`src/rtl/wb_arbiter_2m.sv`:
```
// ============================================================================
// Module   : wb_arbiter_2m
// Purpose  : Two-master Wishbone arbiter with round-robin tie-break and a
//            per-transfer bus-timeout that terminates stalled cycles with err.
// Revision : 1.0 - initial release
// ============================================================================
`default_nettype none

module wb_arbiter_2m #(
  parameter int unsigned TIMEOUT_CYCLES = 255
) (
  input  logic        clk,
  input  logic        reset_n,

  input  logic [31:0] m0_adr_i,
  input  logic [31:0] m0_dat_i,
  input  logic [3:0]  m0_sel_i,
  input  logic        m0_we_i,
  input  logic        m0_cyc_i,
  input  logic        m0_stb_i,
  output logic [31:0] m0_dat_o,
  output logic        m0_ack_o,
  output logic        m0_err_o,

  input  logic [31:0] m1_adr_i,
  input  logic [31:0] m1_dat_i,
  input  logic [3:0]  m1_sel_i,
  input  logic        m1_we_i,
  input  logic        m1_cyc_i,
  input  logic        m1_stb_i,
  output logic [31:0] m1_dat_o,
  output logic        m1_ack_o,
  output logic        m1_err_o,

  output logic [31:0] s_adr_o,
  output logic [31:0] s_dat_o,
  output logic [3:0]  s_sel_o,
  output logic        s_we_o,
  output logic        s_cyc_o,
  output logic        s_stb_o,
  input  logic [31:0] s_dat_i,
  input  logic        s_ack_i,
  input  logic        s_err_i,

  output logic [1:0]  owner_o,
  output logic        timeout_o
);

  // State encoding doubles as the owner_o code (00 none, 01 m0, 10 m1)
  localparam logic [1:0] C_IDLE  = 2'b00;
  localparam logic [1:0] C_GNT0  = 2'b01;
  localparam logic [1:0] C_GNT1  = 2'b10;
  localparam logic [7:0] C_LIMIT = 8'(TIMEOUT_CYCLES - 1);
  localparam logic [7:0] C_CMAX  = 8'hFF;

  logic [1:0] state_q, state_d;
  logic       last_owner_q, last_owner_d;   // 0: m0 owned last, 1: m1 owned last
  logic [7:0] wait_cnt_q, wait_cnt_d;

  logic       gnt0;
  logic       gnt1;
  logic       granted;
  logic       timeout_hit;

  assign gnt0    = (state_q == C_GNT0);
  assign gnt1    = (state_q == C_GNT1);
  assign granted = gnt0 | gnt1;

  // Slave-side request mux
  always_comb begin
    s_adr_o = '0;
    s_dat_o = '0;
    s_sel_o = '0;
    s_we_o  = 1'b0;
    s_cyc_o = 1'b0;
    s_stb_o = 1'b0;
    case (state_q)
      C_GNT0: begin
        s_adr_o = m0_adr_i;
        s_dat_o = m0_dat_i;
        s_sel_o = m0_sel_i;
        s_we_o  = m0_we_i;
        s_cyc_o = m0_cyc_i;
        s_stb_o = m0_stb_i;
      end
      C_GNT1: begin
        s_adr_o = m1_adr_i;
        s_dat_o = m1_dat_i;
        s_sel_o = m1_sel_i;
        s_we_o  = m1_we_i;
        s_cyc_o = m1_cyc_i;
        s_stb_o = m1_stb_i;
      end
      default: ;
    endcase
  end

  // A slave ack on the limit cycle wins over the timeout
  assign timeout_hit = granted && s_cyc_o && s_stb_o && !s_ack_i && !s_err_i
                       && (wait_cnt_q == C_LIMIT);
  assign timeout_o   = timeout_hit;

  // Master-side response demux
  always_comb begin
    m0_dat_o = '0;
    m0_ack_o = 1'b0;
    m0_err_o = 1'b0;
    m1_dat_o = '0;
    m1_ack_o = 1'b0;
    m1_err_o = 1'b0;
    if (gnt0) begin
      m0_dat_o = s_dat_i;
      m0_ack_o = s_ack_i;
      m0_err_o = s_err_i | timeout_hit;
    end
    if (gnt1) begin
      m1_dat_o = s_dat_i;
      m1_ack_o = s_ack_i;
      m1_err_o = s_err_i | timeout_hit;
    end
  end

  assign owner_o = state_q;

  // Arbitration looks at cyc only; stb never influences the grant
  always_comb begin
    state_d      = state_q;
    last_owner_d = last_owner_q;
    case (state_q)
      C_IDLE: begin
        if (m0_cyc_i && m1_cyc_i) begin
          state_d = last_owner_q ? C_GNT0 : C_GNT1;
        end else if (m0_cyc_i) begin
          state_d = C_GNT0;
        end else if (m1_cyc_i) begin
          state_d = C_GNT1;
        end
      end
      C_GNT0: begin
        if (!m0_cyc_i) begin
          state_d      = C_IDLE;
          last_owner_d = 1'b0;
        end
      end
      C_GNT1: begin
        if (!m1_cyc_i) begin
          state_d      = C_IDLE;
          last_owner_d = 1'b1;
        end
      end
      default: state_d = C_IDLE;
    endcase
  end

  always_comb begin
    wait_cnt_d = wait_cnt_q;
    if (!granted || !s_cyc_o || !s_stb_o || s_ack_i || s_err_i || timeout_hit) begin
      wait_cnt_d = '0;
    end else if (wait_cnt_q != C_CMAX) begin
      wait_cnt_d = wait_cnt_q + 8'd1;
    end
  end

  always_ff @(posedge clk) begin
    if (!reset_n) begin
      state_q      <= C_IDLE;
      last_owner_q <= 1'b1;
      wait_cnt_q   <= '0;
    end else begin
      state_q      <= state_d;
      last_owner_q <= last_owner_d;
      wait_cnt_q   <= wait_cnt_d;
    end
  end

endmodule

`default_nettype wire

```
`config.mk`:
```
export PLATFORM = sky130hd
export DESIGN_NAME = wb_arbiter_2m
export DESIGN_NICKNAME = d
export VERILOG_FILES = /design/src/rtl/wb_arbiter_2m.sv
export SDC_FILE = /design/constraint.sdc
export NUM_CORES = 1
export LEC_CHECK = 0
export BUFFER_PORTS_ARGS = -buffer_cell sky130_fd_sc_hd__clkbuf_2
export CAP_MARGIN = 10
export CORE_AREA = 5 5 121 123
export CTS_CLUSTER_SIZE = 10
export DETAILED_ROUTE_END_ITERATION = 8
export DIE_AREA = 0 0 126 128
export PLACE_DENSITY = 0.62
export SLEW_MARGIN = 15
export SYNTH_ARGS = -nofsm -noshare
export SYNTH_HDL_FRONTEND = slang
export SYNTH_SLANG_ARGS = --single-unit
```
`constraint.sdc`:
```
create_clock -name clk -period 1.75 [get_ports clk]
set_input_delay 0.175 -clock clk [delete_from_list [all_inputs] [get_ports clk]]
set_output_delay 0.175 -clock clk [all_outputs]
set_load 0.02 [all_outputs]
```
==> flow_summary_export.csv, run 1 <==
group,metric,value,unit
cts,cts_sinks,11,
job,maxCapViolCount,0,
cts,cts_max_level,1,
layout,drive_above_1_share,59.49,%
global_routing,grt_pass1_wl,16.71,mm
sta,setup_viol,68,
die,fp.dieW,126,um
sta,max_slew_margin,72.54,%
worst_setup_path,slowest_delay,0.37,ns
yosys,synth_top_family_by_area,"simple AND/OR/NAND/NOR gates",
detailed_routing,drt-initial-drc-count,170,
pwr,leakagePower,2.224,nW
sta,period_share,106.6,%
detailed_routing,drc,0,
placed_design,placed_cells,792,
global_routing,use_met2,22.88,%
detailed_routing,totalWireLength,12.06,mm
worst_setup_path,required,1.57,ns
cts,clock_path_buffers,2,
worst_setup_path,path_cells,"inv_4 -> ha_4 -> a22oi_2 -> and4bb_4 -> a31oi_4 -> nor2b_2 -> clkbuf_8",
yosys,synth_xor_xnor_area_share,1.606,%
global_routing,grt.overflow.total,0,
global_routing,gr-usage-met3,2.333,%
cts,cts_tree,"yes",
placed_design,dp_hpwl,9.394,mm
sta,rsz0062_at_grt,"true",
yosys,synth_async_sr_flop_share,0,%
yosys,muxShareOfSynthArea,0.4590,%
die,start_util,16.09,%
cts,cts_buffers,3,
placed_design,gp_congestion,0.8075,
pwr,peakVddDrop,0.5309,mV
worst_setup_path,crit_buf_inv,2,
die,fp.dieH,128,um
cts,clockRootBuffer,"clkbuf_16",
yosys,synth_cell_types,34,
global_routing,grt_max_degree,58,
layout,diodes,0,
worst_setup_path,startpoint_type,"flop",
yosys,syn_inst,312,
run_status,status,"complete, but fails checks",
sta,hold_viol_final,0,
cts,clk_latency,0.25,ns
worst_setup_path,crit_type,"flop to output pin",
die,die_area,0.01613,mm^2
yosys,yosys_warnings,0,
sta,finClkSkew,0.003440,ns
sta,fmax,536.2,MHz
global_routing,top_usage_layer,"met2",
layout,final_core_util,33.31,%
worst_setup_path,critical_path_arrival,1.69,ns
pwr,power_density,477.8,mW/mm^2
yosys,ys.flop_type,"dfxtp_1",
die,rows,43,
yosys,synthSimpleGateAreaFrac,47.45,%
detailed_routing,vias,3427,
run_status,violations,"setup timing",
hold_path,hp-class,"primary input to flop",
layout,area_growth_syn_to_layout,107.1,%
placed_design,portBuffers,319,
detailed_routing,wl_per_cell,15.04,um
sta,finalCriticalPeriod,1.865,ns
global_routing,antenna_found_initial,0,
worst_setup_path,cpMaxStageDelayCell,"and4bb_4",
die,core,0.01356,mm^2
layout,fin_cells,802,
yosys,synth_compound_area_share,30.06,%
yosys,synth_seq_area_share,10.10,%
layout,num-nets-final,806,
yosys,synth_nets,495,
yosys,syn_area,0.002181,mm^2
cts,clkTransAtPathRegs,0.04,ns
worst_setup_path,endpoint_kind,"output pin",
worst_setup_path,cp_max_fo,4,
global_routing,grt_pass1_vias,3081,
cts,cts_hold_buf,0,
sta,finalMaxSlewViolations,0,
yosys,synth_edf_count,0,
global_routing,grtUsageTotal,12.46,%
global_routing,use_met1,15.32,%
yosys,synth_area_per_cell,6.990,um^2
detailed_routing,first_pass_iters,4,
sta,fin_hold_ws,0.1652,ns
yosys,synthAdderAreaFrac,2.869,%
yosys,synth-seq-cells,11,
detailed_routing,ant_nets,0,
detailed_routing,vias_per_cell,4.273,
sta,worst_pin_slew,0.4119,ns
placed_design,placed_area,0.004059,mm^2
layout,fin_area,0.004516,mm^2
sta,setup_ws,-0.1151,ns
die,pin_count,320,
worst_setup_path,critPathTopFamily,"simple AND/OR/NAND/NOR gates",
layout,fill_cells,1458,
[worst paths after layout]
check                     from            end  slack [ns]  cells after the start
hold reg to reg   last_owner_q   last_owner_q        0.51                      2
setup / recovery    owner_o[0]       m0_err_o       -0.12                      7
setup reg to reg    owner_o[0]  wait_cnt_q[1]        0.21                      7
hold / removal         reset_n   last_owner_q        0.17                      2
[flip-flops by register name, summed over array words and instances (netlist names)]
| signal | count |
|---|---|
| wait_cnt_q | 8 |
| last_owner_q | 1 |
| owner_o | 2 |
[stage by stage]
stage                       TNS, ns  worst slack [ns]  power (mW)
after floorplan                   0           0.03445      0.9983
after global placement            0           0.02925       1.546
after detailed placement  -0.006797         -0.006797       1.544
after CTS                    -5.148           -0.1091       2.095
after global routing         -9.928           -0.1713       2.282
final                        -2.802           -0.1151       2.158
[Yosys cell counts, types with 2 or more instances]
cell	number	area share, %
a21oi_1	6	1.4
o2111ai_1	2	0.80
clkbuf_1	24	4.1
buf_4	2	0.69
nor2b_1	73	21
nand4_1	2	0.57
o21ai_0	2	0.46
xnor2_1	2	0.80
buf_2	7	1.6
a21boi_0	2	0.69
nand2_1	7	1.2
a22oi_1	69	24
and4_1	2	0.80
xor2_1	2	0.80
dfxtp_1	11	10
and2_1	66	19
inv_1	6	1.0
nor2_1	6	1.0
a31oi_1	2	0.57
ha_1	5	2.9
[area by class of cell]
| class | instances | area, um^2 | area share (%) |
|---|---|---|---|
| flip-flops and latches | 11 | 227.7 | 5.043 |
| clock buffers | 3 | 75.07 | 1.663 |
| multi-input cells | 262 | 1903 | 42.14 |
| well taps | 180 | 225.2 | 4.988 |
| clock inverters | 1 | 5.005 | 0.1108 |
| inverters | 6 | 27.53 | 0.6096 |
| repair buffers | 339 | 2052 | 45.44 |
[worst register-to-register path, delay by kind of cell (launching register included)]
kind                     cells  cell delay (ns)
AND/OR/NAND/NOR              2             0.50
flip-flops                   1             0.36
AO/OA/AOI/OAI                2             0.24
buffers and inverters        2             0.20
adder cells (fa/ha/maj)      1             0.17
[kinds of logic (layout without fill, tap and decap cells)]
kind of cell,Yosys count,count (layout)
AO/OA/AOI/OAI,87,87
XOR/XNOR,4,4
adder cells (fa/ha/maj),5,5
buffers and inverters,39,349
flip-flops,11,11
multiplexers,1,1
AND/OR/NAND/NOR,165,165
[where the power goes]
| group | total, mW | switching (mW) | internal, mW |
|---|---|---|---|
| registers | 0.270 | 0.0107 | 0.260 |
| logic | 1.45 | 0.750 | 0.703 |
| clock network | 0.434 | 0.130 | 0.304 |
| total | 2.16 | 0.891 | 1.27 |
[routing by layer]
layer	part of all wire (%)	up-vias
met4	1.0	0
met3	7.5	13
li1	-	1709
met1	38	1555
met5	0	-
met2	53	150
[cells in the final DEF (no fill, tap or decap), types with 2 or more instances in the layout]
cell / instances
nand2_1: 7
clkbuf_2: 271
a22oi_1: 60
inv_1: 4
clkbuf_16: 6
xnor2_1: 2
ha_4: 3
a21boi_0: 2
buf_12: 4
nand4_1: 2
nor2_1: 6
ha_1: 2
a22oi_2: 10
and2_1: 66
nor2b_2: 3
buf_6: 5
and4_1: 2
a21oi_1: 6
nor2b_1: 70
xor2_1: 2
dfxtp_4: 2
dfxtp_1: 9
clkbuf_4: 45
o2111ai_1: 2
buf_4: 6
clkbuf_8: 3
inv_4: 2
o21ai_0: 2
[timing repair]
item	4_1_cts	5_1_grt
setup buffers	1	0
pin swaps	4	1
cloned	2	3
setup endpoints to repair	110	99
resized for setup	67	8
(Power assumes the default switching activity.)
==> run 2: changes to the inputs <==
clock period = 1.93 ns   (was 1.75 ns; I/O delays follow)
==> run 2 against run 1 <==
  * The run now ends clean
  * First-iteration DRC count increased by 0.59%
  * Worst hold slack improved by 0.012 ns
  * Global-route usage decreased by 0.73 points
  * Critical path depth unchanged
  * Final area decreased by 8.2%
  * Sequential cell count unchanged
  * Core utilization decreased by 2.7 points
  * Sequential share of layout area increased by 0.45 points
  * Worst setup slack improved by 0.12 ns
  * Non-clock buffer count decreased by 11
  * Clock power decreased by 12%
  * Total power decreased by 18%
  * Largest power group unchanged
==> flow_summary_export.csv, run 2 (synthesis gave the netlist of run 1 again) <==
group,metric,value,unit
worst_setup_path,required,1.74,ns
cts,clock_path_buffers,2,
cts,cts_hold_buf,0,
global_routing,grt_pass1_wl,15.90,mm
pwr,leakagePower,2.111,nW
placed_design,portBuffers,319,
layout,final_common_cell,"clkbuf_2",
layout,diodes,0,
die,rows,43,
die,fp.dieH,128,um
cts,cts_max_level,1,
cts,clockRootBuffer,"clkbuf_16",
detailed_routing,drc,0,
worst_setup_path,crit_buf_inv,2,
die,pin_count,320,
layout,fill_cells,1471,
sta,setup_viol,0,
worst_setup_path,r2r_slack,0.37,ns
pwr,peakVddDrop,0.4683,mV
worst_setup_path,startpoint_type,"flop",
placed_design,gp_congestion,0.8523,
worst_setup_path,critPathTopFamily,"flip-flops",
worst_setup_path,cp_max_fo,5,
cts,cts_buffers,3,
run_status,status,"completed",
cts,clkTransAtPathRegs,0.04,ns
cts,cts_sinks,11,
hold_path,hp-class,"primary input to flop",
sta,rsz0062_at_grt,"true",
die,start_util,16.09,%
cts,clk_latency,0.24,ns
detailed_routing,drt-initial-drc-count,171,
layout,drive_above_1_share,56.79,%
sta,hold_viol_final,0,
detailed_routing,vias_per_cell,4.173,
worst_setup_path,cpMaxStageDelayCell,"dfxtp_4",
die,core,0.01356,mm^2
global_routing,grt.overflow.total,0,
worst_setup_path,slowest_delay,0.36,ns
sta,finClkSkew,0.0004854,ns
worst_setup_path,cp.depth,7,
sta,period_share,99.59,%
die,fp.dieW,126,um
worst_setup_path,timing.rr.end,"wait_cnt_q[1]",
layout,seq_area,227.7,um^2
placed_design,dp_hpwl,9.135,mm
sta,worst_pin_slew,0.3820,ns
detailed_routing,vias,3301,
hold_path,holdPathEnd,"last_owner_q",
worst_setup_path,crit-reg2reg-launch,"owner_o[0]",
sta,max_slew_margin,74.53,%
hold_path,hold_start,"reset_n",
worst_setup_path,reg2regPathDepth,7,
global_routing,antenna_found_initial,0,
worst_setup_path,path_cells,"buf_6 -> ha_4 -> a22oi_2 -> and4bb_4 -> a31oi_4 -> nor2b_1 -> buf_4",
pwr,power_density,429.2,mW/mm^2
cts,cts_tree,"yes",
detailed_routing,ant_nets,0,
layout,final_cell_mix,"clkbuf_2, nor2b_1, a22oi_1, and2_1, dfxtp_1",
layout,final_core_util,30.58,%
sta,fmax,520.3,MHz
global_routing,grt_pass1_vias,3001,
sta,finalMaxSlewViolations,0,
sta,setup_ws,0.007852,ns
global_routing,grtUsageTotal,11.73,%
layout,largest_reg_flops,8,
layout,area_growth_syn_to_layout,90.13,%
layout,largest-register,"wait_cnt_q",
detailed_routing,wl_per_cell,13.85,um
hold_path,min_path_cells,2,
worst_setup_path,crit_type,"flop to output pin",
worst_setup_path,critical_path_arrival,1.73,ns
detailed_routing,totalWireLength,10.95,mm
layout,num-nets-final,795,
die,die_area,0.01613,mm^2
worst_setup_path,endpoint_kind,"output pin",
detailed_routing,first_pass_iters,4,
placed_design,post-place-ws,0.1474,ns
global_routing,grt_max_degree,54,
job,maxCapViolCount,0,
layout,multi_input_area,0.001851,mm^2
sta,finalCriticalPeriod,1.922,ns
## run 2: cell count changes in the layout (fill, tap and decap cells not counted)
| cell | before | now |
|---|---|---|
| buf_2 | 0 | 1 |
| buf_12 | 4 | 5 |
| clkbuf_2 | 271 | 316 |
| clkbuf_4 | 45 | 0 |
| nor2b_2 | 3 | 0 |
| buf_6 | 5 | 1 |
| clkbuf_8 | 3 | 0 |
| buf_16 | 1 | 0 |
| nor2b_1 | 70 | 73 |
| bufbuf_16 | 1 | 0 |
| clkbuf_16 | 6 | 3 |
| buf_4 | 6 | 5 |
| a22oi_2 | 10 | 1 |
| a22oi_1 | 60 | 69 |
## run 2: how the worst max path moves through the flow
| stage | to | from |
|---|---|---|
| floorplan | m0_err_o | owner_o[0] |
| global placement | m0_err_o | owner_o[1] |
| detailed placement | m0_err_o | owner_o[1] |
| CTS | m0_err_o | owner_o[0] |
| global route | m0_err_o | owner_o[0] |
| finish | m0_err_o | owner_o[0] |
## run 2: area by class of cell
| type | instances | share of cell area, % |
|---|---|---|
| repair buffers | 328 | 41.85 |
| inverters | 6 | 0.6638 |
| multi-input cells | 262 | 44.63 |
| well taps | 180 | 5.431 |
| flip-flops and latches | 11 | 5.492 |
| clock buffers | 3 | 1.810 |
| clock inverters | 1 | 0.1207 |
## run 2: report_power, final
part	internal, mW	switching (mW)	total (mW)
Combinational	0.516	0.634	1.15
Sequential	0.235	0.00984	0.245
Clock	0.275	0.110	0.384
## run 2: timing repair
action                                  4_1_cts  5_1_grt
endpoints found under the setup margin        5        8
resized for setup                             5       12
buffers inserted                              2        0
hold endpoints to repair                      0        0
pin swaps                                     4        1
cloned                                        0        0
## run 2: through the flow
stage / hold slack [ns] / instances / TNS (ns) / total power, mW / area [um^2]
floorplan: 0.2549 / 312 / -0.03038 / 0.9014 / 2181
global placement: 0.4295 / 785 / 0 / 1.384 / 4005
detailed placement: 0.4323 / 785 / 0 / 1.384 / 4005
CTS: 0.1758 / 791 / 0 / 1.782 / 4111
global route: 0.2110 / 791 / -0.1220 / 1.901 / 4146
finish: 0.1770 / 791 / 0 / 1.780 / 4146
## run 2: routing by layer
layer  wire length (um)  up-vias  GRT usage [%]
met5                  0        -              0
met2               5639      106          19.94
li1                   -     1686              -
met1               4467     1497          15.38
met3                708       12          2.167
met4                136        0          2.902
